<file path="src/rtl/mem_access_ctrl_pkg.sv">
// Op codes, FSM state encoding and decode helpers for the MEM-stage access controller.
package mem_access_ctrl_pkg;

  localparam int RegBus     = 32;
  localparam int RegAddrBus = 5;

  localparam logic [7:0] EXE_NOP_OP = 8'b0000_0000;
  localparam logic [7:0] EXE_OR_OP  = 8'b0010_0101;
  localparam logic [7:0] EXE_ADD_OP = 8'b0010_0000;
  localparam logic [7:0] EXE_LB_OP  = 8'b1110_0000;
  localparam logic [7:0] EXE_LBU_OP = 8'b1110_0100;
  localparam logic [7:0] EXE_LH_OP  = 8'b1110_0001;
  localparam logic [7:0] EXE_LHU_OP = 8'b1110_0101;
  localparam logic [7:0] EXE_LW_OP  = 8'b1110_0011;
  localparam logic [7:0] EXE_LL_OP  = 8'b1111_0000;
  localparam logic [7:0] EXE_SB_OP  = 8'b1110_1000;
  localparam logic [7:0] EXE_SH_OP  = 8'b1110_1001;
  localparam logic [7:0] EXE_SW_OP  = 8'b1110_1011;
  localparam logic [7:0] EXE_SC_OP  = 8'b1111_1000;

  typedef enum logic [1:0] {
    MemSt_IDLE = 2'd0,
    MemSt_WAIT = 2'd1,
    MemSt_DONE = 2'd2
  } mem_st_e;

  function automatic logic is_load(input logic [7:0] op);
    return op inside {EXE_LB_OP, EXE_LBU_OP, EXE_LH_OP, EXE_LHU_OP, EXE_LW_OP, EXE_LL_OP};
  endfunction

  function automatic logic is_store(input logic [7:0] op);
    return op inside {EXE_SB_OP, EXE_SH_OP, EXE_SW_OP};
  endfunction

  function automatic logic is_mem(input logic [7:0] op);
    return is_load(op) || is_store(op) || (op == EXE_SC_OP);
  endfunction

  function automatic logic misaligned(input logic [7:0] op, input logic [1:0] lo);
    if (op inside {EXE_LH_OP, EXE_LHU_OP, EXE_SH_OP}) return lo[0];
    if (op inside {EXE_LW_OP, EXE_LL_OP, EXE_SW_OP, EXE_SC_OP}) return |lo;
    return 1'b0;
  endfunction

endpackage

</file>
<file path="src/rtl/mem_lane_align.sv">
// Combinational byte-lane mapping: bus select, replicated store data and
// sign/zero-extended load extraction for the access size encoded in aluop.
module mem_lane_align
  import mem_access_ctrl_pkg::*;
#(
  parameter int unsigned BIG_ENDIAN = 1
) (
  input  logic [7:0]  aluop_i,
  input  logic [1:0]  addr_lo_i,
  input  logic [31:0] reg2_i,
  input  logic [31:0] rdata_i,
  output logic [3:0]  sel_o,
  output logic [31:0] wdata_o,
  output logic [31:0] load_o
);

  logic [1:0]  byte_lane;
  logic        half_hi;
  logic [31:0] byte_shifted;
  logic [15:0] half_dat;

  // Big-endian puts byte address 0 in the top lane, so the lane index is inverted.
  assign byte_lane    = (BIG_ENDIAN != 0) ? ~addr_lo_i : addr_lo_i;
  assign half_hi      = (BIG_ENDIAN != 0) ? ~addr_lo_i[1] : addr_lo_i[1];
  assign byte_shifted = rdata_i >> {byte_lane, 3'b000};
  assign half_dat     = half_hi ? rdata_i[31:16] : rdata_i[15:0];

  always_comb begin
    sel_o   = 4'b1111;
    wdata_o = reg2_i;
    load_o  = rdata_i;
    case (aluop_i)
      EXE_LB_OP, EXE_LBU_OP, EXE_SB_OP: begin
        sel_o   = 4'b0001 << byte_lane;
        wdata_o = {4{reg2_i[7:0]}};
        load_o  = (aluop_i == EXE_LB_OP) ? {{24{byte_shifted[7]}}, byte_shifted[7:0]}
                                         : {24'b0, byte_shifted[7:0]};
      end
      EXE_LH_OP, EXE_LHU_OP, EXE_SH_OP: begin
        sel_o   = half_hi ? 4'b1100 : 4'b0011;
        wdata_o = {2{reg2_i[15:0]}};
        load_o  = (aluop_i == EXE_LH_OP) ? {{16{half_dat[15]}}, half_dat}
                                         : {16'b0, half_dat};
      end
      default: ;
    endcase
  end

endmodule

</file>
<file path="src/rtl/mem_access_ctrl.sv">
// MEM-stage load/store/LL/SC controller: runs a req/ack bus transfer while stalling
// the pipeline, else passes EX/MEM results straight through. Optional: MEM_ALIGN_EXC_EN.
module mem_access_ctrl
  import mem_access_ctrl_pkg::*;
#(
  parameter int unsigned BIG_ENDIAN = 1
) (
  input  logic        clk,
  input  logic        rst,
  input  logic [7:0]  aluop_i,
  input  logic [31:0] mem_addr_i,
  input  logic [31:0] reg2_i,
  input  logic [4:0]  wd_i,
  input  logic        wreg_i,
  input  logic [31:0] wdata_i,
  input  logic        whilo_i,
  input  logic [31:0] hi_i,
  input  logic [31:0] lo_i,
  input  logic        llbit_i,
  input  logic        wb_llbit_we_i,
  input  logic        wb_llbit_value_i,
  output logic [4:0]  wd_o,
  output logic        wreg_o,
  output logic [31:0] wdata_o,
  output logic        whilo_o,
  output logic [31:0] hi_o,
  output logic [31:0] lo_o,
  output logic        llbit_we_o,
  output logic        llbit_value_o,
  output logic        stallreq_o,
`ifdef MEM_ALIGN_EXC_EN
  output logic        excp_adel_o,
  output logic        excp_ades_o,
`endif
  output logic        bus_req_o,
  output logic        bus_we_o,
  output logic [31:0] bus_addr_o,
  output logic [3:0]  bus_sel_o,
  output logic [31:0] bus_wdata_o,
  input  logic [31:0] bus_rdata_i,
  input  logic        bus_ack_i
);

  mem_st_e     state_q, state_d;
  logic [31:0] addr_q, addr_d, bwdata_q, bwdata_d, rdata_q, rdata_d;
  logic [3:0]  sel_q, sel_d;
  logic        we_q, we_d;

  logic        llbit_eff, sc_op, sc_fail, exc, bus_op, wb_nop;
  logic [3:0]  lane_sel;
  logic [31:0] lane_wdata, lane_load;

  mem_lane_align #(.BIG_ENDIAN(BIG_ENDIAN)) u_lane (
    .aluop_i   (aluop_i),
    .addr_lo_i (mem_addr_i[1:0]),
    .reg2_i    (reg2_i),
    .rdata_i   (rdata_q),
    .sel_o     (lane_sel),
    .wdata_o   (lane_wdata),
    .load_o    (lane_load)
  );

  // A WB-stage LLbit write is younger than the committed copy, so it wins.
  assign llbit_eff = wb_llbit_we_i ? wb_llbit_value_i : llbit_i;
  assign sc_op     = (aluop_i == EXE_SC_OP);
  assign sc_fail   = sc_op && !llbit_eff;

`ifdef MEM_ALIGN_EXC_EN
  assign exc         = is_mem(aluop_i) && misaligned(aluop_i, mem_addr_i[1:0]);
  assign excp_adel_o = exc && is_load(aluop_i);
  assign excp_ades_o = exc && !is_load(aluop_i);
`else
  assign exc = 1'b0;
`endif

  assign bus_op = is_mem(aluop_i) && !sc_fail && !exc;

  always_comb begin
    state_d       = state_q;
    addr_d        = addr_q;
    sel_d         = sel_q;
    we_d          = we_q;
    bwdata_d      = bwdata_q;
    rdata_d       = rdata_q;
    bus_req_o     = 1'b0;
    bus_we_o      = 1'b0;
    bus_addr_o    = '0;
    bus_sel_o     = '0;
    bus_wdata_o   = '0;
    stallreq_o    = 1'b0;
    wb_nop        = 1'b0;
    wd_o          = wd_i;
    wreg_o        = wreg_i;
    wdata_o       = wdata_i;
    whilo_o       = whilo_i;
    hi_o          = hi_i;
    lo_o          = lo_i;
    llbit_we_o    = 1'b0;
    llbit_value_o = 1'b0;
    case (state_q)
      MemSt_IDLE: begin
        if (bus_op) begin
          wb_nop = 1'b1;
          if (!rst) begin
            addr_d      = {mem_addr_i[31:2], 2'b00};
            sel_d       = lane_sel;
            we_d        = !is_load(aluop_i);
            bwdata_d    = lane_wdata;
            bus_req_o   = 1'b1;
            bus_we_o    = we_d;
            bus_addr_o  = addr_d;
            bus_sel_o   = sel_d;
            bus_wdata_o = bwdata_d;
            stallreq_o  = 1'b1;
            state_d     = MemSt_WAIT;
          end
        end else if (exc) begin
          wreg_o = 1'b0;
        end else if (sc_fail) begin
          wdata_o = '0;
        end
      end
      MemSt_WAIT: begin
        bus_req_o   = 1'b1;
        bus_we_o    = we_q;
        bus_addr_o  = addr_q;
        bus_sel_o   = sel_q;
        bus_wdata_o = bwdata_q;
        stallreq_o  = 1'b1;
        wb_nop      = 1'b1;
        if (bus_ack_i) begin
          rdata_d = bus_rdata_i;
          state_d = MemSt_DONE;
        end
      end
      MemSt_DONE: begin
        // EX/MEM is still frozen here, so the op and address are those that launched the access.
        state_d = MemSt_IDLE;
        if (is_load(aluop_i)) wdata_o = lane_load;
        if (aluop_i == EXE_LL_OP) begin
          llbit_we_o    = 1'b1;
          llbit_value_o = 1'b1;
        end
        if (sc_op) begin
          wdata_o    = 32'd1;
          llbit_we_o = 1'b1;
        end
      end
      default: state_d = MemSt_IDLE;
    endcase
    if (wb_nop) begin
      wd_o    = '0;
      wreg_o  = 1'b0;
      wdata_o = '0;
      whilo_o = 1'b0;
      hi_o    = '0;
      lo_o    = '0;
    end
  end

  always_ff @(posedge clk) begin
    if (rst) begin
      state_q  <= MemSt_IDLE;
      addr_q   <= '0;
      sel_q    <= '0;
      we_q     <= 1'b0;
      bwdata_q <= '0;
      rdata_q  <= '0;
    end else begin
      state_q  <= state_d;
      addr_q   <= addr_d;
      sel_q    <= sel_d;
      we_q     <= we_d;
      bwdata_q <= bwdata_d;
      rdata_q  <= rdata_d;
    end
  end

endmodule

</file>
<file path="config.mk">
export PLATFORM = sky130hd
export DESIGN_NAME = mem_access_ctrl
export DESIGN_NICKNAME = d
export VERILOG_FILES = /design/src/rtl/mem_access_ctrl_pkg.sv /design/src/rtl/mem_lane_align.sv /design/src/rtl/mem_access_ctrl.sv
export SDC_FILE = /design/constraint.sdc
export NUM_CORES = 1
export LEC_CHECK = 0
export BUFFER_PORTS_ARGS = -buffer_cell sky130_fd_sc_hd__buf_2
export CORE_AREA = 2 2 150 152
export CTS_BUF_LIST = sky130_fd_sc_hd__clkbuf_4
export CTS_CLUSTER_DIAMETER = 60
export CTS_CLUSTER_SIZE = 40
export DETAILED_ROUTE_END_ITERATION = 10
export DIE_AREA = 0 0 152 154
export PLACE_DENSITY = 0.55
export SLEW_MARGIN = 15
export SYNTH_ARGS = -nofsm -noshare
export SYNTH_HDL_FRONTEND = slang
export SYNTH_SLANG_ARGS = --single-unit
</file>
<file path="constraint.sdc">
create_clock -name clk -period 4.29 [get_ports clk]
set_input_delay 0.2145 -clock clk [delete_from_list [all_inputs] [get_ports clk]]
set_output_delay 0.2145 -clock clk [all_outputs]
set_load 0.005 [all_outputs]
</file>
======== Yosys cells after proc, flatten, opt, wreduce, memory -nomap -nowiden ========
Cells that the tools add are included.
operators by class
  reductions and logical operators ........ 15
  shift-type cells ........................ 2
  muxes and demuxes ....................... 43
  bitwise operators ....................... 1
  eq/ne operators ......................... 14
operators by type and width
  cell                                             count
  two-way mux 32 bit                               13
  one-hot mux 32 bit (2 select lines)              5
  == test 8 bit, second input constant             10
  >> shifter 32 x 5 -> 8 bit                       1
  two-way mux 16 bit                               1
  one-hot mux 4 bit (2 select lines)               2
  two-way mux 1 bit                                12
  two-way mux 4 bit                                3
  one-hot mux 1 bit (2 select lines)               3
  AND reduction 2 bit                              3
  nonzero test 6 bit                               1
  OR reduction 3 bit                               2
  two-way mux 5 bit                                1
  two-way mux 2 bit                                2
  != test 2 bit, second input constant             2
  one-hot mux 2 bit (2 select lines)               1
  << shifter 1 x 2 -> 4 bit, first input constant  1
  zero test 1 bit                                  3
  nonzero test 3 bit                               1
  == test 2 x 1 -> 1 bit, second input constant    1
  == test 2 bit, second input constant             1
  logical AND 1 bit                                2
  zero test 2 bit                                  1
  logical OR 1 bit                                 2
  inverter 2 bit                                   1
word-level totals
  register bits ........................... 101

======== Longest topological paths before layout ========
Gate-level depths: netlist of the first run.
  depth in word-level cells ............... 8
  gate-level depth with buffers ........... 9

======== Hierarchy ========
Synthesis of the first run repeated with hierarchy kept, for this count alone.
second synthesis, totals
  cell total of the unflattened synthesis .. 957
  area, all modules ....................... 7,484.7 µm²
modules (own cells, without submodules)
  module           cells each  instances  area each (µm²)
  mem_access_ctrl  752         1          6,164.7
  mem_lane_align   205         1          1,320.0

======== Worst setup path after synthesis of the first run ========
No wires, ideal clock.
  path type ............................... input to output
  start ................................... input port aluop_i[3]
  end ..................................... output port stallreq_o
  arrival time ............................ 1.688 ns
  stages .................................. 8
  path slack .............................. 2.387 ns
  data required time ...................... 4.076 ns
  cells stage by stage .................... buf_6 > or2_2 > a21oi_2 > o211ai_1 > a21oi_2 > buf_4 > o21a_1 > buf_4
between the ends
  cells in the longest elaborated chain, start to end .. 7
ends and longest elaborated chain
  element                                                          RTL line                                              source
  from (decl)                                                      mem_access_ctrl.sv:10                                 input logic [7:0] aluop_i,
  == test 8 bit, on equally long branches                          mem_access_ctrl_pkg.sv:28, mem_access_ctrl_pkg.sv:32
  nonzero test 6 bit / nonzero test 3 bit (equally long branches)  mem_access_ctrl_pkg.sv:28, mem_access_ctrl_pkg.sv:32
  logical OR 1 bit (2 in a row)                                    mem_access_ctrl_pkg.sv:36                             return is_load(op) || is_store(op) || (op == EXE_SC_OP);
  logical AND 1 bit *                                              mem_access_ctrl.sv:76                                 assign bus_op = is_mem(aluop_i) && !sc_fail && !exc;
  two-way mux 1 bit *                                              --
  one-hot mux 1 bit (2 select lines) *                             --
  to (decl)                                                        mem_access_ctrl.sv:30                                 output logic stallreq_o,
Every way passes the cells marked *; elsewhere a longest branch is shown, timed or not.

======== Worst setup path in the final report of the first run ========
  start ................................... register state_q[1]
  end ..................................... output port bus_addr_o[30]
between the ends
  cells in the longest elaborated chain, start to end .. 2
ends and longest elaborated chain
  element                                                           RTL line                source
  from (decl)                                                       mem_access_ctrl.sv:44   mem_st_e state_q, state_d;
  from (signal assigned)                                            mem_access_ctrl.sv:163  state_q <= MemSt_IDLE;
  from (signal assigned)                                            mem_access_ctrl.sv:170  state_q <= state_d;
  == test 2 x 1 -> 1 bit / zero test 2 bit (equally long branches)  mem_access_ctrl.sv:100  case (state_q)
  one-hot mux 32 bit (2 select lines) *                             mem_access_ctrl.sv:100
  to (decl)                                                         mem_access_ctrl.sv:37   output logic [31:0] bus_addr_o,
Marked as above.

==> impl_metrics.yaml, run 1 <==
outcome:
  outcome: "completed"
cts:
  cts_tree: "done"
  clock_latency_ns: 0.49
  h-tree-depth: 3
  ctsResizeCount: 0
  cts.clk_slew.worst_paths_ns: 0.17
  post_cts_buffers: 0
  clockBufferDepth: 2
  numCtsBuffers: 9
  cts_root_buf: "clkbuf_4"
  cts.sinks: 101
  cts_hold_buf: 73
job:
  drv_cap: 0
min_path:
  hp-class: "primary input to flip-flop"
layout:
  utilization_pct: 42.1
  final_area_um2: 9140
  nets: 1458
  layout_commonest_cell: "buf_2"
  most-common-layout-cells: "buf_2, nand2_1, dfxtp_1"
  area_growth_syn_to_layout_pct: 46.3
  n_fill_cell: 2292
  multi_input_area_um2: 3850
  final-seq-area_um2: 2020
  drive_above_1_share_pct: 36.0
global_routing:
  grt_pass1_vias: 7145
  grt_usage_pct: 21.1
  grt-ovfl-total: 0
  grt_max_degree: 87
  grt_first_pass_wirelength_mm: 39.6
  antenna_found_initial: 2
timing:
  worst_pin_slew_ns: 1.04
  fin_crit_ns: 3.14
  slew_viol_final: 0
  rsz0062_at_grt: "false"
  fmax_mhz: 319
  slew_headroom_pct: 30.3
  fin_crit_sh_pct: 73.1
  final_hold_viol_count: 0
  layout_setup_ws_ns: 1.15
  finalSetupViolCount: 0
  setup_tns_ns: 0
  skew_ns: 0.0274
pwr:
  powerDensity_nw_per_um2: 215
  cellLeakagePower_uw: 0.00404
  ir_drop_uv: 148
setup_path:
  crit_fanout: 19
  crit_path_cell_trace: "nor3_1, o211ai_4, nor2_2, buf_4, a22o_1, buf_2"
  rr_worst_depth: 5
  crit_end: "bus_addr_o[30]"
  worst_setup_path_start_kind: "flip-flop"
  critical-path-max-stage-delay_ns: 0.75
  crit_slowest_cell: "nor2_2"
  critPathRequiredTime_ns: 4.08
  r2r-end: "bwdata_q[28]"
  path_class: "flip-flop to output pin"
  r2r_start: "state_q[1]"
  crit_start: "state_q[1]"
  endpoint_kind: "output pin"
  r2r_setup_slack_ns: 2.04
  arrival_ns: 2.92
place:
  gp_congestion: 0.817
  place_area_um2: 8250
  dp_hpwl_mm: 18.8
  io_buffers: 386
  place_worst_setup_slack_ns: 1.20
routing:
  drc: 0
  first_pass_iters: 4
  wl_per_cell_um: 17.1
  viasPerCell: 4.96
  drt_iter0_markers: 473
  vias: 7594
  wirelength_mm: 26.2
  drtAntennaViolNets: 0
floorplan:
  rows: 54
  start_util_pct: 28.8
  dieArea_um2: 23400
  design.portCount: 389
  die_w_um: 152
  coreArea_um2: 21700
  die_h_um: 154
logic_synthesis:
  ys_types: 55
  synth.avg_cell_area_um2: 7.42
  ys_seq_area_share_pct: 32.4
  synth-main-ff-cell: "dfxtp_1"
  ys_seq_elements: 101
  syn_area_um2: 6250
  synth_edf_count: 0
  ys_warn_count: 0
  ys_async_sr_fraction_pct: 0
  synthCells: 842
==> final cells by class <==
cell class,count,share of cell area (%)
Inverter,4,0.164
Antenna cell,1,0.0274
Timing Repair Buffer,469,30.0
Clock buffer,9,0.740
Sequential cell,101,22.1
Clock inverter,7,0.931
Tap cell,280,3.84
Multi-Input combinational cell,660,42.2
==> logic make-up after synthesis <==
logic type | Yosys count | share of synthesized area, %
AOI/OAI and AO/OA | 253 | 27.8
buffers and inverters | 82 | 6.75
DFF | 101 | 32.4
muxes | 35 | 5.97
other | 1 | 0.0600
and+or+nand+nor | 370 | 27.0
==> state kept, by name (all words and copies together), names as in the netlist <==
name and cells:
state_q 2, we_q 1, rdata_q 32, addr_q 30, bwdata_q 32, sel_q 4
==> metrics by stage <==
step / hold WS [ns] / instances / power (µW)
CTS: 0.00489 / 1530 / 1990
detailed placement: 0.445 / 1441 / 1380
floorplan: 0.350 / 843 / 1160
global route: 0.00428 / 1531 / 2060
global placement: 0.442 / 1441 / 1380
finish: 0.0494 / 1531 / 1960
==> critical path: cells and delay by family (launching register included) <==
kind            cells  cell delay (ns)
simple gates        2             1.20
compound gates      2             0.31
flops               1             0.45
buf+inv             2             0.49
==> synthesized netlist by cell type, types with 6 or more instances <==
cell       instances  share of area (%)
nand2_1          207                 12
dfxtp_1          101                 32
a21oi_1           84                6.7
nor2b_1           72                7.2
nor2_1            49                2.9
a22o_1            48                6.7
o21ai_0           43                3.4
clkbuf_1          35                2.1
buf_2             26                2.1
mux2i_1           26                4.2
a211oi_1          19                2.3
o2bb2ai_1         14                2.0
buf_4              9                1.1
nand3_1            9               0.72
o211ai_1           9                1.1
or2_2              9               0.90
a32o_1             8                1.3
mux2_2             8                1.4
a32oi_1            6               0.84
buf_6              6                1.1
nor3_1             6               0.48
==> per-layer routing <==
metal  share of wire (%)  global-route usage, %  up-vias
li1                    -                      -     3717
met1                  42                   25.8     3525
met2                  51                   38.1      317
met3                 5.3                   3.21       35
met4                 2.0                   6.63        0
met5                   0                      0        -
==> worst min-delay path by stage <==
stage | endpoint | from | slack [ns] | cells past startpoint
after floorplan | rdata_q[0] | bus_rdata_i[0] | 0.35 | 2
after global placement | bwdata_q[28] | bwdata_q[28] | 0.44 | 2
after detailed placement | rdata_q[0] | rdata_q[0] | 0.45 | 2
after CTS | bwdata_q[24] | reg2_i[24] | 0.005 | 3
after global routing | bwdata_q[24] | reg2_i[24] | 0.004 | 3
final | bwdata_q[31] | reg2_i[31] | 0.05 | 3
==> power breakdown <==
part,switching [µW],internal [µW],total (µW)
registers,9.47,955,964
clock network,367,186,553
logic,214,233,447
Power figures use the tool's default switching activity.
==> inputs of run 2 (changes only) <==
==> constraint.sdc (replaced) <==
create_clock -name clk -period 2.91 [get_ports clk]
set_input_delay 0.1455 -clock clk [delete_from_list [all_inputs] [get_ports clk]]
set_output_delay 0.1455 -clock clk [all_outputs]
set_load 0.005 [all_outputs]
==> run 2 against run 1 <==
Net effect: clock skew shrank 0.0014 ns; largest cell class unchanged; sequential share of layout area shrank 0.28 points; cell count grew 0.91%; wire length grew 0.25%; hold slack gained 0.025 ns; design area grew 1.3%; register-to-register slack lost 1.1 ns.
==> impl_metrics.yaml, run 2 (synthesis gave the netlist of run 1 again) <==
outcome:
  outcome: "completed"
job:
  drv_cap: 0
timing:
  setup_tns_ns: 0
  slew_headroom_pct: 55.4
  finalSetupViolCount: 0
  skew_ns: 0.0260
  final_hold_viol_count: 0
  fin_crit_sh_pct: 88.4
  fmax_mhz: 389
  fin_crit_ns: 2.57
  worst_pin_slew_ns: 0.669
  slew_viol_final: 0
  rsz0062_at_grt: "false"
setup_path:
  path_class: "flip-flop to output pin"
  critPathRequiredTime_ns: 2.76
  r2r-end: "bwdata_q[30]"
  arrival_ns: 2.43
  crit_slowest_cell: "nor3_1"
  crit_fanout: 40
  r2r_setup_slack_ns: 0.99
  endpoint_kind: "output pin"
  critical-path-max-stage-delay_ns: 0.46
  crit_end: "bus_wdata_o[1]"
  crit_cells: 6
  crit_start: "state_q[1]"
  rr_worst_depth: 5
  worst-path-buf-inv: 2
  crit_path_cell_trace: "nor3_1, o211ai_4, nor2_2, buf_4, a22o_1, buf_2"
  crit_family: "simple AND/OR/NAND/NOR gates"
  r2r_start: "state_q[1]"
  worst_setup_path_start_kind: "flip-flop"
cts:
  clock_latency_ns: 0.47
  cts.sinks: 101
  cts_tree: "done"
  clockBufferDepth: 2
  cts_root_buf: "clkbuf_4"
  cts.clk_slew.worst_paths_ns: 0.17
  ctsResizeCount: 0
  numCtsBuffers: 9
  h-tree-depth: 3
place:
  dp_hpwl_mm: 18.9
  io_buffers: 386
  gp_congestion: 0.838
routing:
  wirelength_mm: 26.3
  drtAntennaViolNets: 0
  wl_per_cell_um: 17.0
  first_pass_iters: 5
  vias: 7605
  viasPerCell: 4.92
  drt_iter0_markers: 509
  drc: 0
pwr:
  ir_drop_uv: 199
  swShare_pct: 30.8
  seqPwrFrac_pct: 50.4
  internal_power_uw: 1950
  cellLeakagePower_uw: 0.00409
  p_clk_share_pct: 25.7
  p_switching_uw: 868
  combPwrFrac_pct: 23.9
  powerDensity_nw_per_um2: 305
global_routing:
  grt_first_pass_wirelength_mm: 40.5
  grt_max_degree: 87
  grt-ovfl-total: 0
  antenna_found_initial: 3
  grt_pass1_vias: 7420
  grt_usage_pct: 21.5
layout:
  nets: 1470
  drive_above_1_share_pct: 36.0
  utilization_pct: 42.7
  most-common-layout-cells: "buf_2, nand2_1, dfxtp_1"
  layout_commonest_cell: "buf_2"
  area_growth_syn_to_layout_pct: 48.1
  top_regs: "bwdata_q: 32 flops, rdata_q: 32 flops, addr_q: 30 flops"
floorplan:
  coreArea_um2: 21700
  design.portCount: 389
  die_w_um: 152
  rows: 54
  start_util_pct: 28.8
  die_h_um: 154
  dieArea_um2: 23400
min_path:
  hp-class: "primary input to flip-flop"
-- run 2: cell types whose count changed in the layout (fill, tap and decap cells not counted), moves of 2 or more --
| cell | before | now |
|---|---|---|
| dlygate4sd3_1 | 73 | 79 |
| inv_8 | 0 | 2 |
| buf_4 | 11 | 14 |
| buf_12 | 0 | 3 |
| diode_2 | 1 | 3 |
-- run 2: worst min path at each step --
| stage | start | endpoint | depth (start not counted) |
|---|---|---|---|
| after floorplan | bus_rdata_i[0] | rdata_q[0] | 2 |
| after global placement | bus_rdata_i[13] | rdata_q[13] | 3 |
| after detailed placement | bus_rdata_i[24] | rdata_q[24] | 3 |
| after CTS | reg2_i[12] | bwdata_q[12] | 3 |
| after global routing | reg2_i[22] | bwdata_q[22] | 3 |
| final | reg2_i[12] | bwdata_q[12] | 3 |
-- run 2: tightest hold or removal path: stages --
cell and delay, ns:
buf_2 0.11, mux2i_1 0.16, a211oi_1 0.09
-- run 2: metal layers --
metal	vias up	wire (µm)	part of all wire, %	GRT usage, %
met5	-	0	0	0
met4	0	857	3.3	9.03
met3	45	1450	5.5	4.34
met2	277	13100	50	38.2
met1	3539	10800	41	25.4
li1	3744	-	-	-
-- run 2: repair_timing --
action	in CTS	in global routing
hold endpoints to repair	79	0
endpoints found under the setup margin	0	0
buffers inserted	0	0
hold buffers	79	0
-- run 2: final cells by class --
class | instances | area, µm²
Fill cell | 2281 | 12400
Multi-Input combinational cell | 660 | 3850
Timing Repair Buffer | 481 | 2880
Sequential cell | 101 | 2020
Tap cell | 280 | 350
Clock buffer | 9 | 67.6
Clock inverter | 7 | 57.6
Inverter | 4 | 15.0
Antenna cell | 3 | 7.51
-- run 2: through the flow --
stage | hold WS, ns | worst slack (ns) | area (µm²) | total power, µW | instances
final | 0.0743 | 0.337 | 9250 | 2820 | 1545
after global routing | 0.0501 | 0.125 | 9250 | 2960 | 1544
after CTS | 0.0237 | 0.265 | 9250 | 2870 | 1542
after detailed placement | 0.393 | 0.695 | 8330 | 2040 | 1447
after global placement | 0.389 | 0.695 | 8330 | 2040 | 1447
after floorplan | 0.281 | 1.15 | 6250 | 1710 | 843
-- run 2: power groups by stage --
| stage | Clock, µW | Combinational, µW | Sequential, µW |
|---|---|---|---|
| final | 724 | 675 | 1420 |
| after global routing | 804 | 735 | 1430 |
| after CTS | 771 | 680 | 1420 |
| after detailed placement | 0 | 592 | 1450 |
| after global placement | 0 | 590 | 1450 |
| after floorplan | 0 | 268 | 1450 |
==> inputs of run 3 (changes only) <==
--- a/config.mk
+++ b/config.mk
@@ -5,14 +5,14 @@
 export SDC_FILE = /design/constraint.sdc
 export NUM_CORES = 1
 export LEC_CHECK = 0
-export BUFFER_PORTS_ARGS = -buffer_cell sky130_fd_sc_hd__buf_2
 export CORE_AREA = 2 2 150 152
 export CTS_BUF_LIST = sky130_fd_sc_hd__clkbuf_4
 export CTS_CLUSTER_DIAMETER = 60
 export CTS_CLUSTER_SIZE = 40
 export DETAILED_ROUTE_END_ITERATION = 10
 export DIE_AREA = 0 0 152 154
-export PLACE_DENSITY = 0.55
+export DONT_BUFFER_PORTS = 1
+export PLACE_DENSITY = 0.39
 export SLEW_MARGIN = 15
 export SYNTH_ARGS = -nofsm -noshare
 export SYNTH_HDL_FRONTEND = slang
==> run 3 against run 2 <==
Net effect: sequential cell count stayed put; critical path depth is 1 lower; non-clock buffer count fell by 358; setup slack lost 0.068 ns; combinational power shrank 34%; clock-buffer cell count unchanged; sequential power barely moved; register-to-register slack lost 0.45 ns; core utilization is 7.5 points lower; wire length down 1.4%; via count decreased by 15%.
==> impl_metrics.yaml, run 3 (synthesis gave the netlist of run 1 again) <==
floorplan:
  coreArea_um2: 21700
  start_util_pct: 28.8
  dieArea_um2: 23400
  design.portCount: 389
  rows: 54
  die_h_um: 154
  die_w_um: 152
cts:
  cts_tree: "done"
  cts.clk_slew.worst_paths_ns: 0.18
  clockBufferDepth: 2
  numCtsBuffers: 9
  clock_latency_ns: 0.49
  h-tree-depth: 3
  cts.sinks: 101
  ctsResizeCount: 0
  cts_root_buf: "clkbuf_4"
pwr:
  ir_drop_uv: 179
  powerDensity_nw_per_um2: 342
  cellLeakagePower_uw: 0.00259
  total_power_uw: 2610
place:
  placedCellCount: 1067
  gp_congestion: 0.865
  io_buffers: 0
  dp_hpwl_mm: 18.3
  place_worst_setup_slack_ns: 0.745
timing:
  slew_headroom_pct: 41.7
  rsz0062_at_grt: "false"
  setup_tns_ns: 0
  skew_ns: 0.0137
  fin_crit_ns: 2.64
  timing.hold.ws_ns: 0.0452
  fmax_mhz: 379
  worst_pin_slew_ns: 0.875
  finalSetupViolCount: 0
  slew_viol_final: 0
  layout_setup_ws_ns: 0.269
  final_hold_viol_count: 0
  fin_crit_sh_pct: 90.7
routing:
  drtAntennaViolNets: 0
  viasPerCell: 5.40
  wl_per_cell_um: 21.7
  drt_iter0_markers: 415
  drc: 0
  first_pass_iters: 5
  wirelength_mm: 25.9
  vias: 6433
setup_path:
  rr_worst_depth: 6
  worst-path-buf-inv: 1
  critPathRequiredTime_ns: 2.76
  crit_family: "simple AND/OR/NAND/NOR gates"
  r2r_start: "state_q[1]"
  r2r_setup_slack_ns: 0.54
  r2r-end: "addr_q[5]"
  endpoint_kind: "output pin"
  crit_fanout: 22
  arrival_ns: 2.50
  crit_path_cell_trace: "nor3_1, o211ai_4, nor2_4, buf_12, a22o_1"
  path_class: "flip-flop to output pin"
  worst_setup_path_start_kind: "flip-flop"
  crit_slowest_cell: "nor2_4"
  critical-path-max-stage-delay_ns: 0.51
layout:
  layout_commonest_cell: "nand2_1"
  area_growth_syn_to_layout_pct: 22.1
  nets: 1112
  fin_cells: 1191
  multi_input_area_um2: 3850
  most-common-layout-cells: "nand2_1, dfxtp_1, dlygate4sd3_1"
  drive_above_1_share_pct: 8.31
  n_fill_cell: 2304
  top_regs: "bwdata_q: 32 flops, rdata_q: 32 flops, addr_q: 30 flops"
  final-seq-area_um2: 2020
global_routing:
  grt_usage_pct: 20.7
  grt_first_pass_wirelength_mm: 38.1
  grt_pass1_vias: 6195
  grt-ovfl-total: 0
  antenna_found_initial: 8
  grt_max_degree: 102
min_path:
  min_delay_path_depth: 4
  min_from: "reg2_i[10]"
  hp-class: "primary input to flip-flop"
  worstHoldEndpoint: "bwdata_q[26]"
job:
  drv_cap: 0
outcome:
  outcome: "completed"
[run 3: cell types whose count changed in the layout (fill, tap and decap cells not counted), sizes merged]
cell,delta
dlygate4sd3,+21
inv,+2
clkinv,-3
diode,+5
buf,-379
[run 3: final cells by class]
class                      count  area share [%]
antenna                        8           0.262
multi-input combinational    660            50.5
sequential                   101            26.5
timing repair buffer         123            16.3
inverter                       4           0.197
clock buffer                   9           0.886
clock inverter                 6           0.705
tap                          280            4.59
[run 3: layer usage]
layer	share of wire [%]	GRT usage, %	vias to the layer above
met5	0	0	-
met1	40	24.6	3066
li1	-	-	3034
met4	3.8	6.85	0
met3	6.7	5.38	45
met2	50	36.5	288
[run 3: worst max path at each step]
stage                          start  cells after the start  slack [ns]               to
final                     state_q[1]                      5        0.27   bus_wdata_o[4]
after global routing      state_q[1]                      5        0.05   bus_wdata_o[6]
after CTS                 state_q[1]                      5        0.22    bus_addr_o[5]
after detailed placement  aluop_i[6]                      6        0.74    bus_addr_o[5]
after global placement    aluop_i[6]                      5        0.80  bus_wdata_o[27]
after floorplan           aluop_i[3]                      8        1.15       stallreq_o
[run 3: timing repair]
| item | in CTS | in global routing |
|---|---|---|
| setup buffers | 0 | 0 |
| hold buffers | 100 | 1 |
| hold endpoints to repair | 101 | 1 |
[run 3: tightest hold or removal path, stage by stage]
cell	delay (ns)
mux2i_1	0.05
nand2_1	0.08
o211ai_1	0.09
a21oi_1	0.12
[run 3: metrics by stage]
| stage | instance area (µm²) | utilization (%) |
|---|---|---|
| 2_1_floorplan | 6250 | - |
| 3_3_place_gp | 6460 | 29.8 |
| 3_5_place_dp | 6460 | 29.8 |
| 4_1_cts | 7600 | 35.0 |
| 5_1_grt | 7620 | 35.1 |
| 6_report | 7630 | 35.2 |
[run 3: where the power goes]
group | total, µW | internal [µW] | switching (µW)
Combinational | 444 | 214 | 230
Sequential | 1420 | 1410 | 13.8
Clock | 744 | 192 | 552
